$ cat src/rtl/wishbone_master_kuyruklu_if.sv
// Bundles the CPU command port, the response port and the Wishbone B4
// master-side bus of the queued Wishbone master. The master modport is the
// block's view; the slave modport is the view of whatever drives the CPU
// side and answers on the bus.
interface wishbone_master_kuyruklu_if #(
  parameter int ADDR_W = 32,
  parameter int DATA_W = 32,
  parameter int SEL_W  = DATA_W / 8
);
  // command port
  logic              cmd_valid_i;
  logic              cmd_ready_o;
  logic [ADDR_W-1:0] cmd_addr_i;
  logic              cmd_we_i;
  logic [DATA_W-1:0] cmd_wdata_i;
  logic [SEL_W-1:0]  cmd_sel_i;
  // response port
  logic              rsp_valid_o;
  logic              rsp_we_o;
  logic [DATA_W-1:0] rsp_rdata_o;
  logic              rsp_err_o;
  logic              rsp_timeout_o;
  logic              busy_o;
  // Wishbone bus
  logic [ADDR_W-1:0] adr_o;
  logic [DATA_W-1:0] dat_o;
  logic [DATA_W-1:0] dat_i;
  logic              we_o;
  logic [SEL_W-1:0]  sel_o;
  logic              cyc_o;
  logic              stb_o;
  logic              ack_i;
  logic              err_i;

  modport master (
    input  cmd_valid_i, cmd_addr_i, cmd_we_i, cmd_wdata_i, cmd_sel_i,
    input  dat_i, ack_i, err_i,
    output cmd_ready_o,
    output rsp_valid_o, rsp_we_o, rsp_rdata_o, rsp_err_o, rsp_timeout_o, busy_o,
    output adr_o, dat_o, we_o, sel_o, cyc_o, stb_o
  );

  modport slave (
    output cmd_valid_i, cmd_addr_i, cmd_we_i, cmd_wdata_i, cmd_sel_i,
    output dat_i, ack_i, err_i,
    input  cmd_ready_o,
    input  rsp_valid_o, rsp_we_o, rsp_rdata_o, rsp_err_o, rsp_timeout_o, busy_o,
    input  adr_o, dat_o, we_o, sel_o, cyc_o, stb_o
  );
endinterface

$ cat src/rtl/wishbone_master_kuyruklu.sv
// Queued CPU-to-Wishbone master. Commands land in a small FIFO and are issued
// one at a time as classic B4 single cycles. Each finished transfer (ack, err
// or timeout) produces a one-cycle response pulse with data and status.
module wishbone_master_kuyruklu #(
  parameter int ADDR_W      = 32,
  parameter int DATA_W      = 32,
  parameter int SEL_W       = DATA_W / 8,
  parameter int CMD_DEPTH   = 4,
  parameter int TIMEOUT_CYC = 255
) (
  input  logic                       clk_i,
  input  logic                       rst_i,
  wishbone_master_kuyruklu_if.master bus
);

  localparam int IDX_W = $clog2(CMD_DEPTH);
  localparam int PTR_W = IDX_W + 1;
  // The counter only has to reach TIMEOUT_CYC-1.
  localparam int TO_W  = (TIMEOUT_CYC > 1) ? $clog2(TIMEOUT_CYC) : 1;

  typedef struct packed {
    logic [ADDR_W-1:0] addr;
    logic              we;
    logic [DATA_W-1:0] wdata;
    logic [SEL_W-1:0]  sel;
  } cmd_t;

  typedef enum logic {S_IDLE, S_BUS} state_t;

  // FIFO
  cmd_t             r_mem [CMD_DEPTH];
  logic [PTR_W-1:0] r_wptr, r_rptr;
  logic             w_empty, w_full, w_push, w_pop;
  cmd_t             w_head;

  // FSM and bus registers
  state_t            r_state, w_state_nxt;
  logic [TO_W-1:0]   r_to_cnt;
  logic [ADDR_W-1:0] r_adr;
  logic [DATA_W-1:0] r_dat;
  logic              r_we;
  logic [SEL_W-1:0]  r_sel;
  logic              r_cyc;

  // response registers
  logic              r_rsp_valid, r_rsp_we, r_rsp_err, r_rsp_to;
  logic [DATA_W-1:0] r_rsp_rdata;

  // next-cycle decisions
  logic              w_load, w_term, w_rsp_err, w_rsp_to, w_to_hit;
  logic [DATA_W-1:0] w_rsp_rdata;

  assign w_empty = (r_wptr == r_rptr);
  assign w_full  = (r_wptr[IDX_W] != r_rptr[IDX_W]) &&
                   (r_wptr[IDX_W-1:0] == r_rptr[IDX_W-1:0]);
  // Ready comes from registered pointers only, so a pop in the same cycle
  // never lets a push into a full FIFO.
  assign w_push  = bus.cmd_valid_i && !w_full;
  assign w_head  = r_mem[r_rptr[IDX_W-1:0]];
  assign w_to_hit = (TIMEOUT_CYC != 0) && (r_to_cnt == TO_W'(TIMEOUT_CYC - 1));

  // FIFO storage; contents need no reset because the pointers define validity
  always_ff @(posedge clk_i) begin
    if (w_push) r_mem[r_wptr[IDX_W-1:0]] <= '{addr:  bus.cmd_addr_i,
                                              we:    bus.cmd_we_i,
                                              wdata: bus.cmd_wdata_i,
                                              sel:   bus.cmd_sel_i};
  end

  // FIFO pointers, flushed by reset
  always_ff @(posedge clk_i) begin
    if (rst_i) begin
      r_wptr <= '0;
      r_rptr <= '0;
    end else begin
      if (w_push) r_wptr <= r_wptr + PTR_W'(1);
      if (w_pop)  r_rptr <= r_rptr + PTR_W'(1);
    end
  end

  // FSM state register
  always_ff @(posedge clk_i) begin
    if (rst_i) r_state <= S_IDLE;
    else       r_state <= w_state_nxt;
  end

  // FSM next state: start a cycle from the FIFO head, or terminate the
  // current one (err beats ack, ack beats timeout)
  always_comb begin
    w_state_nxt = r_state;
    w_pop       = 1'b0;
    w_load      = 1'b0;
    w_term      = 1'b0;
    w_rsp_err   = 1'b0;
    w_rsp_to    = 1'b0;
    w_rsp_rdata = '0;
    case (r_state)
      S_IDLE: begin
        if (!w_empty) begin
          w_pop       = 1'b1;
          w_load      = 1'b1;
          w_state_nxt = S_BUS;
        end
      end
      S_BUS: begin
        if (bus.err_i) begin
          w_term    = 1'b1;
          w_rsp_err = 1'b1;
        end else if (bus.ack_i) begin
          w_term      = 1'b1;
          w_rsp_rdata = r_we ? '0 : bus.dat_i;
        end else if (w_to_hit) begin
          w_term    = 1'b1;
          w_rsp_err = 1'b1;
          w_rsp_to  = 1'b1;
        end
        if (w_term) w_state_nxt = S_IDLE;
      end
      default: w_state_nxt = S_IDLE;
    endcase
  end

  // Bus outputs: loaded from the head entry, held through BUS, cleared on
  // termination; reads drive zero write data
  always_ff @(posedge clk_i) begin
    if (rst_i) begin
      r_adr    <= '0;
      r_dat    <= '0;
      r_we     <= 1'b0;
      r_sel    <= '0;
      r_cyc    <= 1'b0;
      r_to_cnt <= '0;
    end else if (w_load) begin
      r_adr    <= w_head.addr;
      r_dat    <= w_head.we ? w_head.wdata : '0;
      r_we     <= w_head.we;
      r_sel    <= w_head.sel;
      r_cyc    <= 1'b1;
      r_to_cnt <= '0;
    end else if (w_term) begin
      r_adr    <= '0;
      r_dat    <= '0;
      r_we     <= 1'b0;
      r_sel    <= '0;
      r_cyc    <= 1'b0;
      r_to_cnt <= '0;
    end else if (r_state == S_BUS) begin
      r_to_cnt <= r_to_cnt + TO_W'(1);
    end
  end

  // One-cycle response pulse; all fields are zero outside the pulse
  always_ff @(posedge clk_i) begin
    if (rst_i) begin
      r_rsp_valid <= 1'b0;
      r_rsp_we    <= 1'b0;
      r_rsp_err   <= 1'b0;
      r_rsp_to    <= 1'b0;
      r_rsp_rdata <= '0;
    end else begin
      r_rsp_valid <= w_term;
      r_rsp_we    <= w_term && r_we;
      r_rsp_err   <= w_rsp_err;
      r_rsp_to    <= w_rsp_to;
      r_rsp_rdata <= w_rsp_rdata;
    end
  end

  assign bus.cmd_ready_o   = !w_full;
  assign bus.adr_o         = r_adr;
  assign bus.dat_o         = r_dat;
  assign bus.we_o          = r_we;
  assign bus.sel_o         = r_sel;
  assign bus.cyc_o         = r_cyc;
  assign bus.stb_o         = r_cyc;
  assign bus.rsp_valid_o   = r_rsp_valid;
  assign bus.rsp_we_o      = r_rsp_we;
  assign bus.rsp_err_o     = r_rsp_err;
  assign bus.rsp_timeout_o = r_rsp_to;
  assign bus.rsp_rdata_o   = r_rsp_rdata;
  assign bus.busy_o        = !w_empty || r_cyc || r_rsp_valid;

endmodule

$ cat src/flat_wrapper.sv
// flat-port wrapper written by rule: the top's interface ports become plain ports
module wishbone_master_kuyruklu_flat 
#(
  parameter int ADDR_W      = 32,
  parameter int DATA_W      = 32,
  parameter int SEL_W       = DATA_W / 8,
  parameter int CMD_DEPTH   = 4,
  parameter int TIMEOUT_CYC = 255
)
  (clk_i, rst_i, bus_cmd_valid_i, bus_cmd_addr_i, bus_cmd_we_i, bus_cmd_wdata_i, bus_cmd_sel_i, bus_dat_i, bus_ack_i, bus_err_i, bus_cmd_ready_o, bus_rsp_valid_o, bus_rsp_we_o, bus_rsp_rdata_o, bus_rsp_err_o, bus_rsp_timeout_o, bus_busy_o, bus_adr_o, bus_dat_o, bus_we_o, bus_sel_o, bus_cyc_o, bus_stb_o);
  wishbone_master_kuyruklu_if #(.ADDR_W(ADDR_W), .DATA_W(DATA_W), .SEL_W(SEL_W)) bus_i ();
  input  logic clk_i;
  input  logic rst_i;
  input wire logic [$bits(bus_i.cmd_valid_i)-1:0] bus_cmd_valid_i;
  input wire logic [$bits(bus_i.cmd_addr_i)-1:0] bus_cmd_addr_i;
  input wire logic [$bits(bus_i.cmd_we_i)-1:0] bus_cmd_we_i;
  input wire logic [$bits(bus_i.cmd_wdata_i)-1:0] bus_cmd_wdata_i;
  input wire logic [$bits(bus_i.cmd_sel_i)-1:0] bus_cmd_sel_i;
  input wire logic [$bits(bus_i.dat_i)-1:0] bus_dat_i;
  input wire logic [$bits(bus_i.ack_i)-1:0] bus_ack_i;
  input wire logic [$bits(bus_i.err_i)-1:0] bus_err_i;
  output wire logic [$bits(bus_i.cmd_ready_o)-1:0] bus_cmd_ready_o;
  output wire logic [$bits(bus_i.rsp_valid_o)-1:0] bus_rsp_valid_o;
  output wire logic [$bits(bus_i.rsp_we_o)-1:0] bus_rsp_we_o;
  output wire logic [$bits(bus_i.rsp_rdata_o)-1:0] bus_rsp_rdata_o;
  output wire logic [$bits(bus_i.rsp_err_o)-1:0] bus_rsp_err_o;
  output wire logic [$bits(bus_i.rsp_timeout_o)-1:0] bus_rsp_timeout_o;
  output wire logic [$bits(bus_i.busy_o)-1:0] bus_busy_o;
  output wire logic [$bits(bus_i.adr_o)-1:0] bus_adr_o;
  output wire logic [$bits(bus_i.dat_o)-1:0] bus_dat_o;
  output wire logic [$bits(bus_i.we_o)-1:0] bus_we_o;
  output wire logic [$bits(bus_i.sel_o)-1:0] bus_sel_o;
  output wire logic [$bits(bus_i.cyc_o)-1:0] bus_cyc_o;
  output wire logic [$bits(bus_i.stb_o)-1:0] bus_stb_o;
  assign bus_i.cmd_valid_i = bus_cmd_valid_i;
  assign bus_i.cmd_addr_i = bus_cmd_addr_i;
  assign bus_i.cmd_we_i = bus_cmd_we_i;
  assign bus_i.cmd_wdata_i = bus_cmd_wdata_i;
  assign bus_i.cmd_sel_i = bus_cmd_sel_i;
  assign bus_i.dat_i = bus_dat_i;
  assign bus_i.ack_i = bus_ack_i;
  assign bus_i.err_i = bus_err_i;
  assign bus_cmd_ready_o = bus_i.cmd_ready_o;
  assign bus_rsp_valid_o = bus_i.rsp_valid_o;
  assign bus_rsp_we_o = bus_i.rsp_we_o;
  assign bus_rsp_rdata_o = bus_i.rsp_rdata_o;
  assign bus_rsp_err_o = bus_i.rsp_err_o;
  assign bus_rsp_timeout_o = bus_i.rsp_timeout_o;
  assign bus_busy_o = bus_i.busy_o;
  assign bus_adr_o = bus_i.adr_o;
  assign bus_dat_o = bus_i.dat_o;
  assign bus_we_o = bus_i.we_o;
  assign bus_sel_o = bus_i.sel_o;
  assign bus_cyc_o = bus_i.cyc_o;
  assign bus_stb_o = bus_i.stb_o;
  wishbone_master_kuyruklu #(.ADDR_W(ADDR_W), .DATA_W(DATA_W), .SEL_W(SEL_W), .CMD_DEPTH(CMD_DEPTH), .TIMEOUT_CYC(TIMEOUT_CYC)) u_core (.clk_i(clk_i), .rst_i(rst_i), .bus(bus_i));
endmodule
$ cat config.mk
export PLATFORM = sky130hd
export DESIGN_NAME = wishbone_master_kuyruklu_flat
export DESIGN_NICKNAME = d
export VERILOG_FILES = /design/src/rtl/wishbone_master_kuyruklu_if.sv /design/src/rtl/wishbone_master_kuyruklu.sv /design/src/flat_wrapper.sv
export SDC_FILE = /design/constraint.sdc
export NUM_CORES = 1
export LEC_CHECK = 0
export ABC_AREA = 1
export CAP_MARGIN = 5
export CELL_PAD_IN_SITES_DETAIL_PLACEMENT = 0
export CELL_PAD_IN_SITES_GLOBAL_PLACEMENT = 1
export CORE_AREA = 5 5 152 227
export CTS_BUF_LIST = sky130_fd_sc_hd__clkbuf_16
export CTS_CLUSTER_DIAMETER = 60
export DETAILED_ROUTE_END_ITERATION = 16
export DIE_AREA = 0 0 157 232
export PLACE_DENSITY = 0.89
export SLEW_MARGIN = 20
export SYNTH_ARGS = -nofsm -noshare
export SYNTH_HDL_FRONTEND = slang
export SYNTH_SLANG_ARGS = --single-unit
$ cat constraint.sdc
create_clock -name clk_i -period 11.3 [get_ports clk_i]
set_input_delay 1.695 -clock clk_i [delete_from_list [all_inputs] [get_ports clk_i]]
set_output_delay 1.695 -clock clk_i [all_outputs]
set_load 0.01 [all_outputs]
==> results summary, run 1 <==
The floorplan has 81 rows. The share of the synthesized area in the top cell type is 56.37%. The slack of the worst reg-to-reg path came out at 8.06 ns.

Counting tap cells, the placed design contains a total of 1,807 instances. The worst flop-to-flop path endpoint is u_core.bus.dat_o[9]$_SDFFE_PP0P_. The leading register cell type out of synthesis is sky130_fd_sc_hd__edfxtp_1. The data arrival time of the worst path came out at 4.09 ns. The post-layout net count came out at 1,544.

The iteration-0 DRC count of the detailed router is 578. The critical path ends at u_core.r_mem[1][68]$_DFFE_PP_. The post-route netlist has 5.552% of its cells at a drive strength greater than 1.

The post-detailed-route via-to-cell ratio is 5.138. The net count after synthesis is 1,359. The leftover overflow at the end of global routing is 0. Setup repair after global routing left no endpoint under its margin. The half-perimeter wire length of the detailed placement result came out at 18,650 um. The number of levels the H-tree was split into is 2. Across all hold checks on the routed design, the worst slack comes to 0.4563 ns. The post-route non-filler standard cell count came out at 1,879. Counting every sink on the clock net gives 399. The leading area contributor after synthesis is sky130_fd_sc_hd__edfxtp_1. The power density of the placed cells came out at 224.1 nW/um^2. The detailed-route wire length came out at 33,390 um.

The source-to-sink clock delay at the later pin of the worst-skew pair came out at 0.53 ns. Dividing the final minimum period by the clock period gives 34.84%. The highest attainable clock frequency came out at 254.0 MHz.

Clock tree synthesis inserted a total of 37 buffers. The type of the worst min-delay path is reg -> reg. The area growth from synthesis to layout is 24.03%.

215 I/O pins were placed. By startpoint and endpoint, the worst setup path is classified as in -> reg. The buffer depth of the longest clock path is 3.

The routed length per placed instance came out at 17.77 um. TritonCTS built the clock tree. The number of global-route vias before repair came out at 9,610. In the routed design, unresolved DRC markers number 0. The final hold violation count is 0. The final design area excluding fillers came out at 18,240 um^2. The clock arrives with 0.01594 ns of skew. The most frequent cell after synthesis is sky130_fd_sc_hd__edfxtp_1.

The peak fanout along the critical path came out at 41. The routability congestion estimate from global placement is 0.7764. The average cell area after synthesis is 11.80 um^2. The worst slew slack as a fraction of its limit came out at 28.33%. The clock slew seen by the registers of the worst setup and hold paths is 0.06 ns. The overall track demand over capacity in global routing is 17.96%. The number of standard cells after synthesis came out at 1,246. The post-layout utilization of the core came out at 56.40%.

The number of cells on the worst reg-to-reg path is 8. Input and output buffers added on the ports amount to 214. The final count of negative-setup-slack endpoints is 0. The actual slew at the worst max-slew pin is 1.075 ns. The sequential cell area fraction in the yosys report is 73.12%. The kind of end point of the critical path is a flop. After clock tree synthesis, the flow added hold-fix buffers numbering 0.

Summing all placed instances gives a cell area of 17,050 um^2. The starting density of the core came out at 45.47%. The run finished with clean final reports.

Tracing the worst setup path back leads to its startpoint at bus_cmd_valid_i. The number of vias in the routed layout is 9,654. The Yosys step of the flow raised 0 warnings. The cell area that synthesis handed to floorplanning was 14,700 um^2. The static leakage came out at 0.006717 uW. Buffers added to address setup during post-CTS repair amount to 0. The placeable core region came out at 32,330 um^2.

The root cell of the clock tree is sky130_fd_sc_hd__clkbuf_16. The total count of max-transition violations in the final report is 0. The antenna violation net count after detailed routing is 0.

The initial antenna violation count came out at 8. In this run the vertical extent of the chip is 232 um. The total die area came out at 36,420 um^2. The commonest cells after synthesis are sky130_fd_sc_hd__edfxtp_1, sky130_fd_sc_hd__nor2_1, sky130_fd_sc_hd__nand2_1.

Of all flip-flops after synthesis, the portion carrying an async set or reset was 0%. The critical path launch point type is an input pin. The count of cell types in the netlist is 27.

The global-route wire length before repair came out at 51,250 um. The maximum number of pins on one net before global-route repair is 101. The number of gates resized after cts came out at 0. The worst IR drop on VDD is 127.0 uV. The total negative setup slack is 0 ns. The number of violations of the max-capacitance limit is 0. By area the synthesized netlist is led by sky130_fd_sc_hd__edfxtp_1, sky130_fd_sc_hd__dfxtp_1, sky130_fd_sc_hd__nor2_1. The smallest clock period supported by the final layout is computed as 3.937 ns.

The die width came out at 157 um. The required time reported for the critical path endpoint is 11.45 ns. The register bit count reported by yosys is 399. The number of synthesized flops with an enable pin is 276. The number of iterations in the first detailed-routing pass came out at 4.
## flip-flops by register name, summed over array words and instances, names as in the netlist, named ones only
| name | cells |
|---|---|
| u_core.bus.rsp_err_o | 1 |
| u_core.bus.cyc_o | 1 |
| u_core.r_mem | 276 |
| u_core.bus.rsp_we_o | 1 |
| u_core.bus.dat_o | 32 |
| u_core.bus.adr_o | 32 |
| u_core.bus.sel_o | 4 |
| u_core.bus.rsp_valid_o | 1 |
| u_core.r_state | 1 |
| u_core.bus.we_o | 1 |
| u_core.r_to_cnt | 8 |
| u_core.r_wptr | 3 |
| u_core.bus.rsp_rdata_o | 32 |
| u_core.r_rptr | 3 |
| u_core.bus.rsp_timeout_o | 1 |
## cell usage in the layout (no fill, tap or decap), drive strengths merged, types with 10 or more instances in the layout
| cell type | count |
|---|---|
| buf | 10 |
| nand2 | 188 |
| clkinv | 16 |
| nand3 | 11 |
| clkbuf | 39 |
| a21oi | 38 |
| inv | 72 |
| edfxtp | 276 |
| clkdlybuf4s50 | 214 |
| dfxtp | 123 |
| o22ai | 37 |
| nor2 | 202 |
| o21ai | 148 |
| nand4 | 65 |
## worst min-delay path by stage
stage	start	slack [ns]	cells after the start	endpoint
final	u_core.r_to_cnt[7]$_SDFFE_PP0P_	0.46	2	u_core.r_to_cnt[7]$_SDFFE_PP0P_
after global routing	u_core.r_to_cnt[7]$_SDFFE_PP0P_	0.47	2	u_core.r_to_cnt[7]$_SDFFE_PP0P_
after CTS	u_core.r_to_cnt[7]$_SDFFE_PP0P_	0.46	2	u_core.r_to_cnt[7]$_SDFFE_PP0P_
after detailed placement	u_core.r_to_cnt[7]$_SDFFE_PP0P_	0.45	2	u_core.r_to_cnt[7]$_SDFFE_PP0P_
after global placement	u_core.r_to_cnt[7]$_SDFFE_PP0P_	0.45	2	u_core.r_to_cnt[7]$_SDFFE_PP0P_
after floorplan	u_core.r_to_cnt[7]$_SDFFE_PP0P_	0.44	2	u_core.r_to_cnt[7]$_SDFFE_PP0P_
## routing by layer
layer / wire (um) / track usage [%]
met5: 54 / 0
met4: 758 / 6.676
met3: 2296 / 3.748
met2: 17190 / 32.36
met1: 13090 / 20.89
## worst max-delay path: stages
cell	delay [ns]
sky130_fd_sc_hd__clkdlybuf4s50_1	0.48
sky130_fd_sc_hd__nand2_1	0.30
sky130_fd_sc_hd__nor2_4	0.88
sky130_fd_sc_hd__buf_4	0.67
## report_power, final
part	total [uW]	internal (uW)	switching, uW
Sequential	1900	1740	161
Combinational	1010	395	614
Clock	1180	672	509
## kinds of logic (layout without fill, tap and decap cells)
logic type                 Yosys count  in the layout  share of synthesized area, %
AOI/OAI and AO/OA                  223            223                         7.906
xor gates and xnor gates             7              7                        0.4170
adders and majority gates            7              7                        0.5957
buffers and inverters              140            353                         4.485
DFF                                399            399                         73.12
other                                0              5                             0
and+or+nand+nor                    470            470                         13.47
## layout make-up
cell class / instances / area (um^2)
Clock inverter: 28 / 183.9
Multi-Input combinational cell: 707 / 3329
Timing Repair Buffer: 224 / 2221
Clock buffer: 39 / 975.9
Tap cell: 415 / 519.2
Fill cell: 2602 / 14090
Antenna cell: 5 / 12.51
Sequential cell: 399 / 10760
Inverter: 62 / 235.2
## metrics by stage
step / total power, uW / worst slack (ns)
CTS: 4130 / 7.244
global route: 4312 / 7.219
detailed placement: 2948 / 6.715
finish: 4087 / 7.363
global placement: 2918 / 6.834
floorplan: 2520 / 6.070
Power figures use the tool's default switching activity.
==> run 2, diff against run 1 <==
--- a/config.mk
+++ b/config.mk
@@ -9,12 +9,12 @@
 export CAP_MARGIN = 5
 export CELL_PAD_IN_SITES_DETAIL_PLACEMENT = 0
 export CELL_PAD_IN_SITES_GLOBAL_PLACEMENT = 1
-export CORE_AREA = 5 5 152 227
+export CORE_AREA = 5 5 165 246
 export CTS_BUF_LIST = sky130_fd_sc_hd__clkbuf_16
 export CTS_CLUSTER_DIAMETER = 60
 export DETAILED_ROUTE_END_ITERATION = 16
-export DIE_AREA = 0 0 157 232
-export PLACE_DENSITY = 0.89
+export DIE_AREA = 0 0 170 251
+export PLACE_DENSITY = 0.81
 export SLEW_MARGIN = 20
 export SYNTH_ARGS = -nofsm -noshare
 export SYNTH_HDL_FRONTEND = slang
==> constraint.sdc (replaced) <==
create_clock -name clk_i -period 3.5 [get_ports clk_i]
set_input_delay 0.525 -clock clk_i [delete_from_list [all_inputs] [get_ports clk_i]]
set_output_delay 0.525 -clock clk_i [all_outputs]
set_load 0.01 [all_outputs]
==> run 2 against run 1 <==
Effect of this change:
- design area rose by 1.5%
- setup slack got worse by 6.4 ns
- critical endpoint is now bus_busy_o
- largest power group unchanged
- worst hold slack improved by 0.0028 ns
- highest routed layer unchanged
- count of clock-buffer cells in the layout rose by 1
- power rose to 3.3 times the previous value
- die area rose by 17%
- sequential power rose to 3.2 times the previous value
- core utilization fell by 8.0 points
- global-route usage fell by 2.0 points
- register-to-register slack got worse by 7.0 ns
- sequential share of layout area fell by 0.86 points
==> results summary, run 2 (synthesis results as in run 1) <==
The number of buffers created by CTS is 39 (was 37). The routed length per placed instance was 17.83 um (was 17.77 um). The post-route clock skew is 0.02493 ns (was 0.01594 ns).

The die width is 170 um (was 157 um). The worst IR drop on VDD came to 490.5 uV (was 127.0 uV). The global-route wire length before repair came out at 54,070 um (was 51,250 um). The placeable core region is 38,210 um^2 (was 32,330 um^2). The post-detailed-route via-to-cell ratio is 4.966 (was 5.138). The number of cell rows is 88 (was 81). The number of global-route vias before repair is 9,975 (was 9,610). The highest attainable clock frequency is 401.1 MHz. The growth of design area from synthesis to finish was 25.86% (was 24.03%). The longest individual stage delay on the worst path was 0.54 ns (was 0.88 ns). The worst slew slack as a fraction of its limit was 41.75% (was 28.33%). The critical path launch point type was a flop (was input pin). The cts-stage hold buffer count is 0 (unchanged). The total die area came out at 42,670 um^2 (was 36,420 um^2). The leading cell type in the layout, fill and taps excluded is sky130_fd_sc_hd__edfxtp_1 (unchanged).

The peak fanout along the critical path is 6 (was 41). The number of top-level design ports is 215 (unchanged). Unrepaired setup endpoints after global routing: false (unchanged). The required time reported for the critical path endpoint came out at 2.97 ns (was 11.45 ns). The number of iterations in the first detailed-routing pass came out at 5 (was 4). The post-layout net count was 1,552 (was 1,544). The root cell of the clock tree is sky130_fd_sc_hd__clkbuf_16 (unchanged). The final cycle utilization of the critical path came out at 71.24%. The number of sinks driven by the clock tree came out at 399 (unchanged).

The routability congestion estimate from global placement came out at 0.7525 (was 0.7764). The total count of max-transition violations in the final report came to 0 (unchanged). The overall track demand over capacity in global routing is 15.95% (was 17.96%). The total negative setup slack came out at 0 ns (unchanged). The starting density of the core is 38.48% (was 45.47%).

The final hold violation count is 0 (unchanged). The post-layout utilization of the core came out at 48.43% (was 56.40%). The worst hold margin is 0.4590 ns (was 0.4563 ns). The flip-flop count of the largest register, all copies and words added is 276 (unchanged).

The final count of negative-setup-slack endpoints came to 0 (unchanged). The number of gates resized after cts is 0 (unchanged). The power density of the placed cells is 725.2 nW/um^2 (was 224.1 nW/um^2).

The shortest period the worst path allows came out at 2.493 ns. Most frequent cells in the layout: sky130_fd_sc_hd__edfxtp_1, sky130_fd_sc_hd__clkdlybuf4s50_1, sky130_fd_sc_hd__nor2_1, sky130_fd_sc_hd__nand2_1, sky130_fd_sc_hd__dfxtp_1 (unchanged). The number of design rule violations left after detail routing came out at 0 (unchanged). The height of the chip came out at 251 um (was 232 um). The type of the worst min-delay path is reg -> reg (unchanged). The antenna violation net count after detailed routing is 0 (unchanged). The detailed-route wire length came out at 35,050 um (was 33,390 um). The static leakage came out at 0.006801 uW (was 0.006717 uW). The actual slew at the worst max-slew pin is 0.8738 ns (was 1.075 ns). The leftover overflow at the end of global routing came out at 0 (unchanged). The number of fill cells in the layout is 3,371 (was 2,602).

The maximum number of pins on one net before global-route repair is 81 (was 101). The number of vias in the routed layout came out at 9,764 (was 9,654). The buffers plus inverters on the worst setup path was 2 (unchanged). The number of buffer cells added on primary ports was 214 (unchanged). Cell breakdown of the critical path: inv_2 -> nand2_1 -> nand2_1 -> nand3_4 -> nor2_1 -> nand2_1 -> clkdlybuf4s50_1 (was clkdlybuf4s50_1 -> nand2_1 -> nor2_4 -> buf_4).

Outcome: finished, final reports clean (unchanged). The source-to-sink clock delay at the later pin of the worst-skew pair was 0.53 ns (about the same). The buffer depth of the longest clock path came out at 3 (unchanged). The iteration-0 DRC count of the detailed router came out at 522 (was 578).

The cell with the biggest individual delay on the critical path is sky130_fd_sc_hd__clkdlybuf4s50_1 (was sky130_fd_sc_hd__nor2_4). The largest delay contributor family on the critical path is buffers and inverters (was simple AND/OR/NAND/NOR gates). The clock slew seen by the registers of the worst setup and hold paths came to 0.06 ns (about the same). The total power came out at 13,420 uW (was 4087 uW). The cell that appears most often on the critical path is sky130_fd_sc_hd__nand2_1.

The kind of end point of the critical path is an output pin (was flop). The post-CTS setup-driven buffer insertion count is 0 (unchanged). The data arrival time of the worst path came out at 1.97 ns (was 4.09 ns). The fraction of layout instances using a drive strength above 1 came out at 6.267% (was 5.552%).

The half-perimeter wire length of the detailed placement result is 20,460 um (was 18,650 um). The initial antenna violation count came out at 4 (was 8). The critical setup path kind is reg -> out (was in -> reg).

The number of levels the H-tree was split into is 2 (unchanged). The clock tree from TritonCTS is yes (unchanged). The number of violations of the max-capacitance limit is 0 (unchanged).
==> run 2: layout make-up <==
class	instances	area, um^2	share of cell area (%)
flip-flops and latches	399	10760	58.14
multi-input cells	707	3329	17.99
repair buffers	230	2350	12.70
clock buffers	40	1001	5.409
well taps	495	619.3	3.347
inverters	62	235.2	1.271
clock inverters	30	203.9	1.102
diodes	3	7.507	0.04057
==> run 2: per-layer routing <==
layer,track usage (%),routed length [um]
met2,28.76,18160
met4,5.868,904
met3,2.910,1797
met5,0,13
met1,18.86,14170
==> run 2: worst register-to-register path, cell delays in order, from the launching register on <==
cell and delay [ns]:
sky130_fd_sc_hd__dfxtp_1 0.55, sky130_fd_sc_hd__inv_1 0.22, sky130_fd_sc_hd__nand2_2 0.64, sky130_fd_sc_hd__nand3_1 0.59
sky130_fd_sc_hd__o21ai_0 0.30
==> run 2: worst paths after layout <==
check,start,endpoint,slack (ns),depth (start not counted)
worst max-delay path,u_core.r_wptr[0]$_SDFFE_PP0P_,bus_busy_o,1.01,7
worst max register to register,u_core.r_state$_SDFF_PP0_,u_core.bus.sel_o[0]$_SDFFE_PP0P_,1.10,4
worst min register to register,u_core.r_to_cnt[7]$_SDFFE_PP0P_,u_core.r_to_cnt[7]$_SDFFE_PP0P_,0.46,2
worst min-delay path,u_core.r_to_cnt[7]$_SDFFE_PP0P_,u_core.r_to_cnt[7]$_SDFFE_PP0P_,0.46,2
==> run 2: per-stage QoR <==
stage	setup slack (ns)	instance area [um^2]	instances
floorplan	-0.8369	14700	1246
global placement	0.6850	17290	1893
detailed placement	0.6569	17290	1893
CTS	0.9674	18500	1963
global route	0.7578	18500	1966
finish	1.007	18500	1966
==> run 2: power by group <==
part | switching, uW | total, uW | leakage [uW] | internal (uW)
Combinational | 2100 | 3420 | 0.00263 | 1320
Clock | 1720 | 3960 | 0.000631 | 2240
Sequential | 442 | 6040 | 0.00354 | 5600
Total | 4260 | 13400 | 0.00680 | 9150
==> run 3, diff against run 2 <==
--- a/config.mk
+++ b/config.mk
@@ -9,12 +9,12 @@
 export CAP_MARGIN = 5
 export CELL_PAD_IN_SITES_DETAIL_PLACEMENT = 0
 export CELL_PAD_IN_SITES_GLOBAL_PLACEMENT = 1
-export CORE_AREA = 5 5 165 246
+export CORE_AREA = 5 5 157 235
 export CTS_BUF_LIST = sky130_fd_sc_hd__clkbuf_16
 export CTS_CLUSTER_DIAMETER = 60
 export DETAILED_ROUTE_END_ITERATION = 16
-export DIE_AREA = 0 0 170 251
-export PLACE_DENSITY = 0.81
+export DIE_AREA = 0 0 162 240
+export PLACE_DENSITY = 0.84
 export SLEW_MARGIN = 20
 export SYNTH_ARGS = -nofsm -noshare
 export SYNTH_HDL_FRONTEND = slang
==> constraint.sdc (replaced) <==
create_clock -name clk_i -period 2.3 [get_ports clk_i]
set_input_delay 0.345 -clock clk_i [delete_from_list [all_inputs] [get_ports clk_i]]
set_output_delay 0.345 -clock clk_i [all_outputs]
set_load 0.01 [all_outputs]
==> run 3 against run 2 <==
Effect of this change:
- first-iteration DRC count up 9.0%
- wire length down 1.7%
- critical path depth unchanged
- critical path type unchanged
- largest power group unchanged
==> results summary, run 3 (synthesis results as in run 1) <==
Outcome: finished, final reports clean (unchanged). The post-route clock skew was 0.02805 ns (was 0.02493 ns). The number of top-level design ports was 215 (unchanged).

The kind of end point of the critical path is an output pin (unchanged). The final hold violation count was 0 (unchanged). The placeable core region came out at 34,680 um^2 (was 38,210 um^2). The die width came out at 162 um (was 170 um). The maximum number of pins on one net before global-route repair came out at 85 (was 81). The static leakage came out at 0.006852 uW (was 0.006801 uW). The starting density of the core came to 42.39% (was 38.48%). The root cell of the clock tree is sky130_fd_sc_hd__clkbuf_16 (unchanged). The total die area is 38,880 um^2 (was 42,670 um^2). The data arrival time of the worst path is 1.75 ns (was 1.97 ns).

The total negative setup slack was 0 ns (unchanged). The fraction of layout instances using a drive strength above 1 came out at 7.119% (was 6.267%). The clock slew seen by the registers of the worst setup and hold paths came to 0.06 ns (about the same). The routability congestion estimate from global placement is 0.7649 (was 0.7525). The height of the chip came out at 240 um (was 251 um). The leading cell type in the layout, fill and taps excluded is sky130_fd_sc_hd__edfxtp_1 (unchanged). The required time reported for the critical path endpoint came out at 1.96 ns (was 2.97 ns).

Of the available clock period, the critical path in the final layout requires 91.18%. The critical path launch point type was a flop (unchanged). The type of the worst min-delay path is in -> reg (was reg -> reg).

The number of sinks driven by the clock tree was 399 (unchanged). Unrepaired setup endpoints after global routing: false (unchanged). The post-detailed-route via-to-cell ratio came out at 5.158 (was 4.966). The total count of max-transition violations in the final report came to 0 (unchanged). The number of violations of the max-capacitance limit came to 0 (unchanged). The flip-flop count of the largest register, all copies and words added is 276 (unchanged). The global-route wire length before repair is 53,770 um (was 54,070 um).

The source-to-sink clock delay at the later pin of the worst-skew pair came to 0.53 ns (about the same). The cts-stage hold buffer count is 0 (unchanged). The clock tree from TritonCTS is yes (unchanged). The worst hold margin is 0.3426 ns (was 0.4590 ns). The buffer depth of the longest clock path came out at 3 (unchanged).

The leftover overflow at the end of global routing is 0 (unchanged). The number of design rule violations left after detail routing was 0 (unchanged). The overall track demand over capacity in global routing is 17.46% (was 15.95%). The worst slew slack as a fraction of its limit came out at 45.28% (was 41.75%).

The antenna violation net count after detailed routing came to 0 (unchanged). The number of buffers created by CTS came to 36 (was 39). The post-layout net count came out at 1,560 (was 1,552). The number of cell rows came to 84 (was 88).

The peak fanout along the critical path came out at 6 (unchanged). Most frequent cells in the layout: sky130_fd_sc_hd__edfxtp_1, sky130_fd_sc_hd__clkdlybuf4s50_1, sky130_fd_sc_hd__nor2_1, sky130_fd_sc_hd__nand2_1, sky130_fd_sc_hd__dfxtp_1 (unchanged). The actual slew at the worst max-slew pin is 0.8208 ns (was 0.8738 ns). The number of buffer cells added on primary ports came out at 214 (unchanged).

The half-perimeter wire length of the detailed placement result is 21,100 um (was 20,460 um). The routed length per placed instance is 18.05 um (was 17.83 um). The iteration-0 DRC count of the detailed router is 569 (was 522).

The number of vias in the routed layout is 9,841 (was 9,764). The shortest period the worst path allows came out at 2.097 ns. The worst IR drop on VDD came out at 462.5 uV (was 490.5 uV). The initial antenna violation count came to 4 (unchanged). The number of levels the H-tree was split into came out at 2 (unchanged). The detailed-route wire length came out at 34,440 um (was 35,050 um). The highest attainable clock frequency is 476.8 MHz.

The number of global-route vias before repair was 10,080 (was 9,975). The power density of the placed cells is 1115 nW/um^2 (was 725.2 nW/um^2). The number of iterations in the first detailed-routing pass came out at 4 (was 5). The final count of negative-setup-slack endpoints is 0 (unchanged). The growth of design area from synthesis to finish is 26.20% (was 25.86%).

The critical setup path kind is reg -> out (unchanged).
## run 3: timing repair
| item | CTS | global route |
|---|---|---|
| endpoints found under the setup margin | 1 | 1 |
| resized for setup | 3 | 1 |
| setup buffers | 0 | 0 |
## run 3: worst max-delay path, cell delays in order (launching register included)
cell and delay, ns:
sky130_fd_sc_hd__dfxtp_2 0.35, sky130_fd_sc_hd__inv_1 0.11, sky130_fd_sc_hd__nand2_1 0.08, sky130_fd_sc_hd__nand2_2 0.11, sky130_fd_sc_hd__nand3_4 0.12, sky130_fd_sc_hd__nor2_1 0.11
sky130_fd_sc_hd__nand2_1 0.08, sky130_fd_sc_hd__dlygate4sd2_1 0.30
## run 3: area by class of cell
| cell class | count | area (um^2) |
|---|---|---|
| Clock buffer | 38 | 950.9 |
| Sequential cell | 399 | 10760 |
| Fill cell | 2861 | 16130 |
| Timing Repair Buffer | 241 | 2421 |
| Antenna cell | 3 | 7.507 |
| Clock inverter | 28 | 289.0 |
| Tap cell | 430 | 538.0 |
| Inverter | 62 | 235.2 |
| Multi-Input combinational cell | 707 | 3349 |
## run 3: path summary, 6_finish.rpt
kind / startpoint / depth (start not counted) / to / slack, ns
worst min-delay path: bus_dat_i[28] / 3 / u_core.bus.rsp_rdata_o[28]$_SDFF_PP0_ / 0.34
worst max register to register: flop / 9 / u_core.bus.dat_o[9]$_SDFFE_PP0P_ / 0.44
worst min register to register: u_core.r_to_cnt[7]$_SDFFE_PP0P_ / 2 / u_core.r_to_cnt[7]$_SDFFE_PP0P_ / 0.47
worst max-delay path: u_core.r_wptr[1]$_SDFFE_PP0P_ / 7 / bus_busy_o / 0.20
## run 3: metrics by stage
step	cell area [um^2]	instances	setup slack [ns]	power, uW	utilization, %
floorplan	14760	1246	0.005779	12380	-
global placement	17300	1839	0.1976	14550	49.88
detailed placement	17300	1839	0.2429	14690	49.88
CTS	18540	1905	0.06750	20880	53.46
global route	18550	1908	0.03808	21810	53.49
finish	18550	1908	0.2028	20680	53.49
## run 3: power by group
part | leakage, uW | switching [uW] | total, uW | internal, uW
logic | 0.00268 | 3430 | 5490 | 2060
registers | 0.00354 | 491 | 9020 | 8530
clock network | 0.000630 | 2500 | 6170 | 3670
## run 3: layer usage
metal	share of wire (%)	vias to the layer above	GRT usage [%]
met1	39	4738	19.80
met3	5.6	70	3.601
met5	0.023	-	0
li1	-	4735	-
met2	52	296	31.88
met4	3.2	2	7.361
